===== src/rtl/cpu_types_pkg.sv =====
// Shared types for the instruction-cache responder: frame layout and fill FSM states.
package cpu_types_pkg;

    localparam int ICACHE_SETS   = 16;
    localparam int ICACHE_ADDR_W = 32;
    localparam int ICACHE_WORD_W = 32;
    localparam int ICACHE_IDX_W  = $clog2(ICACHE_SETS);
    localparam int ICACHE_TAG_W  = ICACHE_ADDR_W - 2 - ICACHE_IDX_W;

    typedef struct packed {
        logic                    valid;
        logic [ICACHE_TAG_W-1:0] tag;
        logic [ICACHE_WORD_W-1:0] data;
    } icache_frame_t;

    typedef enum logic [0:0] {
        IDLE  = 1'b0,
        FETCH = 1'b1
    } icache_state_t;

endpackage


===== src/rtl/icache_responder.sv =====
// Direct-mapped, one-word-per-frame, read-only instruction cache.
// Hits answer combinationally in IDLE; misses are filled from memory in FETCH.
module icache_responder
    import cpu_types_pkg::*;
#(
    parameter int SETS   = ICACHE_SETS,
    parameter int ADDR_W = ICACHE_ADDR_W,
    parameter int WORD_W = ICACHE_WORD_W
) (
    input  logic              CLK,
    input  logic              nRST,
    input  logic              imemREN,
    input  logic [ADDR_W-1:0] imemaddr,
    output logic              ihit,
    output logic [WORD_W-1:0] imemload,
    output logic              iREN,
    output logic [ADDR_W-1:0] iaddr,
    input  logic              iwait,
    input  logic [WORD_W-1:0] iload
);

    localparam int IDX_W = $clog2(SETS);
    localparam int TAG_W = ADDR_W - 2 - IDX_W;

    icache_frame_t        frames_q [SETS];
    icache_state_t        state_q;
    logic [ADDR_W-1:0]    addr_q;

    logic [IDX_W-1:0]     idx_s;
    logic [TAG_W-1:0]     tag_s;
    logic [IDX_W-1:0]     fill_idx_s;
    logic [TAG_W-1:0]     fill_tag_s;
    logic                 hit_s;
    logic                 unused_s;

    assign idx_s      = imemaddr[2 +: IDX_W];
    assign tag_s      = imemaddr[ADDR_W-1 -: TAG_W];
    assign fill_idx_s = addr_q[2 +: IDX_W];
    assign fill_tag_s = addr_q[ADDR_W-1 -: TAG_W];
    assign unused_s   = ^imemaddr[1:0];

    // Hit compare is only meaningful while idle; FETCH never reports a hit.
    assign hit_s = (state_q == IDLE) && imemREN && frames_q[idx_s].valid
                   && (frames_q[idx_s].tag == tag_s);

    // Output decode from current state and frame lookup.
    always_comb begin
        ihit     = hit_s;
        imemload = '0;
        iREN     = 1'b0;
        iaddr    = '0;
        if (hit_s) begin
            imemload = frames_q[idx_s].data;
        end else begin
            imemload = '0;
        end
        if (state_q == FETCH) begin
            iREN  = 1'b1;
            iaddr = addr_q;
        end else begin
            iREN  = 1'b0;
            iaddr = '0;
        end
    end

    // Fill FSM: latch the missing word address, then write the frame when memory answers.
    always_ff @(posedge CLK) begin
        if (!nRST) begin
            for (int i = 0; i < SETS; i++) begin
                frames_q[i] <= '0;
            end
            state_q <= IDLE;
            addr_q  <= '0;
        end else begin
            case (state_q)
                IDLE: begin
                    if (imemREN && !hit_s) begin
                        addr_q  <= {imemaddr[ADDR_W-1:2], 2'b00};
                        state_q <= FETCH;
                    end
                end
                FETCH: begin
                    if (!iwait) begin
                        frames_q[fill_idx_s] <= '{valid: 1'b1, tag: fill_tag_s, data: iload};
                        state_q              <= IDLE;
                    end
                end
                default: begin
                    state_q <= IDLE;
                end
            endcase
        end
    end

endmodule


===== config.mk =====
export PLATFORM = sky130hd
export DESIGN_NAME = icache_responder
export DESIGN_NICKNAME = d
export VERILOG_FILES = /design/src/rtl/cpu_types_pkg.sv /design/src/rtl/icache_responder.sv
export SDC_FILE = /design/constraint.sdc
export NUM_CORES = 1
export LEC_CHECK = 0
export BUFFER_PORTS_ARGS = -buffer_cell sky130_fd_sc_hd__buf_2
export CORE_ASPECT_RATIO = 1.4
export CORE_MARGIN = 3
export CORE_UTILIZATION = 55
export CTS_CLUSTER_DIAMETER = 120
export DETAILED_ROUTE_END_ITERATION = 7
export PLACE_DENSITY = 0.72
export SLEW_MARGIN = 5
export SYNTH_ARGS = -nofsm -noshare
export SYNTH_HDL_FRONTEND = slang
export SYNTH_SLANG_ARGS = --single-unit

===== constraint.sdc =====
create_clock -name CLK -period 6.85 [get_ports CLK]
set_input_delay 0 -clock CLK [delete_from_list [all_inputs] [get_ports CLK]]
set_output_delay 0 -clock CLK [all_outputs]
set_load 0.005 [all_outputs]

==> metrics.cfg <==
[synthesis]
seq_area_frac_synth=0.636
ys_ff_latch=975
ys.flop_type=edfxtp_1
netlist_area_mm2=0.0453
ys_async_sr_fraction=0
yosysUniqueCellTypes=65
synth_warnings=0
syn_avg_cell_area_um2=15.1
synth-edff-count=928
synthCells=2995

[finish]
multi_input_area_mm2=0.0156
drive_gt1_frac=0.199
synthToLayoutAreaGrowth_pct=11.6
layout_common_cells=and2_1, edfxtp_1, mux4_2
seq_area_mm2=0.0288
fillers=5869
layout_commonest_cell=and2_1
layout.nets=3127
finalCoreUtilization=0.624

[timing]
finClkSkew_ps=27.1
whs_ps=105
setup_tns_ps=0
finalCriticalPeriod_ps=4700
fin_crit_sh=0.686
hold_violations=0
setup_viol=0
max_freq_ghz=0.213
worst_pin_slew_ps=1270
rsz0062_at_grt=false
maxSlewHeadroom=0.148
drv_slew=0

[die]
die_h_um=346
die_w_um=249
coreArea_mm2=0.0810
dieArea_mm2=0.0859
initial_utilization=0.560
rows=123
ios=134

[route]
final_antenna_net_count=0
routed-via-count=26800
drcViolationCount=0
via_per_inst=6.37
drt_first_pass_iters=7
drt-total-wl_um=124000
drtIter0Drc=3409
wl_per_cell_um=29.6

[power_and_ir_drop]
power_density_mw_per_mm2=260
vdd_drop_max_uv=202
power_leakage_uw=0.0187

[status]
status=finished clean

[global_routing]
grt_start_max_net_pins=97
antenna_found_initial=5
grt_pass1_wl_um=182000
grt.total_usage=0.288
overflow=0
grt_pass1_vias=28000

[worst_hold_path]
worstHoldPathType=primary input to flop
hold_end=addr_q[26]$_SDFFE_PN0P_
hp-start=imemREN
min_path_cells=6

[cts]
cts_tree=yes
cts_inserted_buffers=93
root_buffer=clkbuf_16
cts_setup_buffers=0
clock_latency_ps=680
path_clk_slew_ps=60
cts_max_level=3
cts_buffer_depth=3
cts_sinks=975
cts_repair_resize_count=0

[place]
routabilityCongestion=0.926
dp_hpwl_um=64400
io_buffers=129

[critical_path]
crit_required_ps=6850
worstSetupEndpointType=output pin
crit_type=primary input to output pin
crit_arrival_ps=4700
worstPathMaxFanout=93
r2r-start=state_q$_SDFF_PN0_
reg2reg_depth=6
r2r-end=frames_q[0][25]$_DFFE_PP_
cp-start-kind=primary input
r2r_slack_ps=2490

[job]
cap_violations=0

==> per-stage QoR <==
| stage | cell area, um2 | instances | total power (uW) | setup slack (ps) |
|---|---|---|---|---|
| 4_1_cts | 50500 | 4202 | 13200 | 2090 |
| 3_5_place_dp | 46800 | 3967 | 7940 | 2140 |
| 2_1_floorplan | 45300 | 2996 | 7570 | 1460 |
| 3_3_place_gp | 46800 | 3967 | 7900 | 2110 |
| 5_1_grt | 50500 | 4202 | 13500 | 1860 |
| 6_report | 50500 | 4205 | 13100 | 2150 |
==> logic make-up (layout without fill, tap and decap cells) <==
group                     count (synthesis)  after routing  share of synthesized area
xor gates and xnor gates                 25             25                    0.00483
buffers and inverters                   283            427                     0.0274
DFF                                     975            975                      0.636
muxes                                   322            322                      0.142
other                                     1              5                  0.0000828
AOI/OAI and AO/OA                       138            138                     0.0227
and+or+nand+nor                        1251           1251                      0.167
==> flip-flops by register name, indices dropped and copies added (netlist names) <==
| register | flops |
|---|---|
| addr_q | 30 |
| frames_q | 944 |
| state_q | 1 |
==> metal layers <==
metal | share of wire | vias to the layer above | GRT usage | routed length [um]
met5 | 0 | - | 0 | 0
met4 | 0.045 | 0 | 0.133 | 5580
met3 | 0.094 | 323 | 0.0429 | 11800
met2 | 0.50 | 1547 | 0.484 | 62200
met1 | 0.36 | 13800 | 0.375 | 45000
li1 | - | 11100 | - | -
==> report_power, final <==
part           switching, uW  leakage [uW]  internal, uW
Combinational            587       0.00723           385
Sequential               145       0.00999          6730
Clock                   2310       0.00152          2990
==> critical path, stage by stage <==
cell,delay (ps)
buf_8,590
buf_4,700
mux4_2,610
a221oi_1,400
xnor2_1,200
nor4_1,340
nand4_1,120
or4_2,1130
nor2b_1,320
buf_2,160
==> worst max path at each step <==
stage,from,end,slack (ps)
2_1_floorplan,state_q$_SDFF_PN0_,frames_q[1][0]$_DFFE_PP_,1460
3_3_place_gp,imemaddr[3],imemload[2],2110
3_5_place_dp,imemaddr[3],imemload[26],2140
4_1_cts,state_q$_SDFF_PN0_,imemload[26],2090
5_1_grt,imemaddr[3],imemload[15],1860
6_report,imemaddr[3],imemload[15],2150
==> synthesized netlist by cell type, types with 16 or more instances <==
cell type,number,area (um2)
and2_1,989,6190
nor2b_1,43,269
mux2i_1,58,581
dfxtp_1,47,941
edfxtp_1,928,27900
nor3_1,18,90.1
mux4_2,257,5790
nand2_1,55,206
o21ai_0,43,215
buf_2,34,170
nor2_1,53,199
clkbuf_1,210,788
a21o_1,16,120
a311o_1,30,300
nand3_1,39,195
==> area by class of cell <==
cell class                      count  share of cell area
Tap cell                         1062              0.0263
Clock buffer                      117              0.0484
Multi-Input combinational cell   1738               0.308
Timing Repair Buffer              239              0.0331
Clock inverter                     59              0.0135
Sequential cell                   975               0.570
Inverter                           12            0.000916
Antenna cell                        3            0.000149
==> timing repair <==
item | in CTS | in global routing
hold buffers | 59 | 0
setup endpoints to repair | 0 | 0
hold endpoints to repair | 539 | 0
No activity file was read; power rests on OpenSTA's default activity.
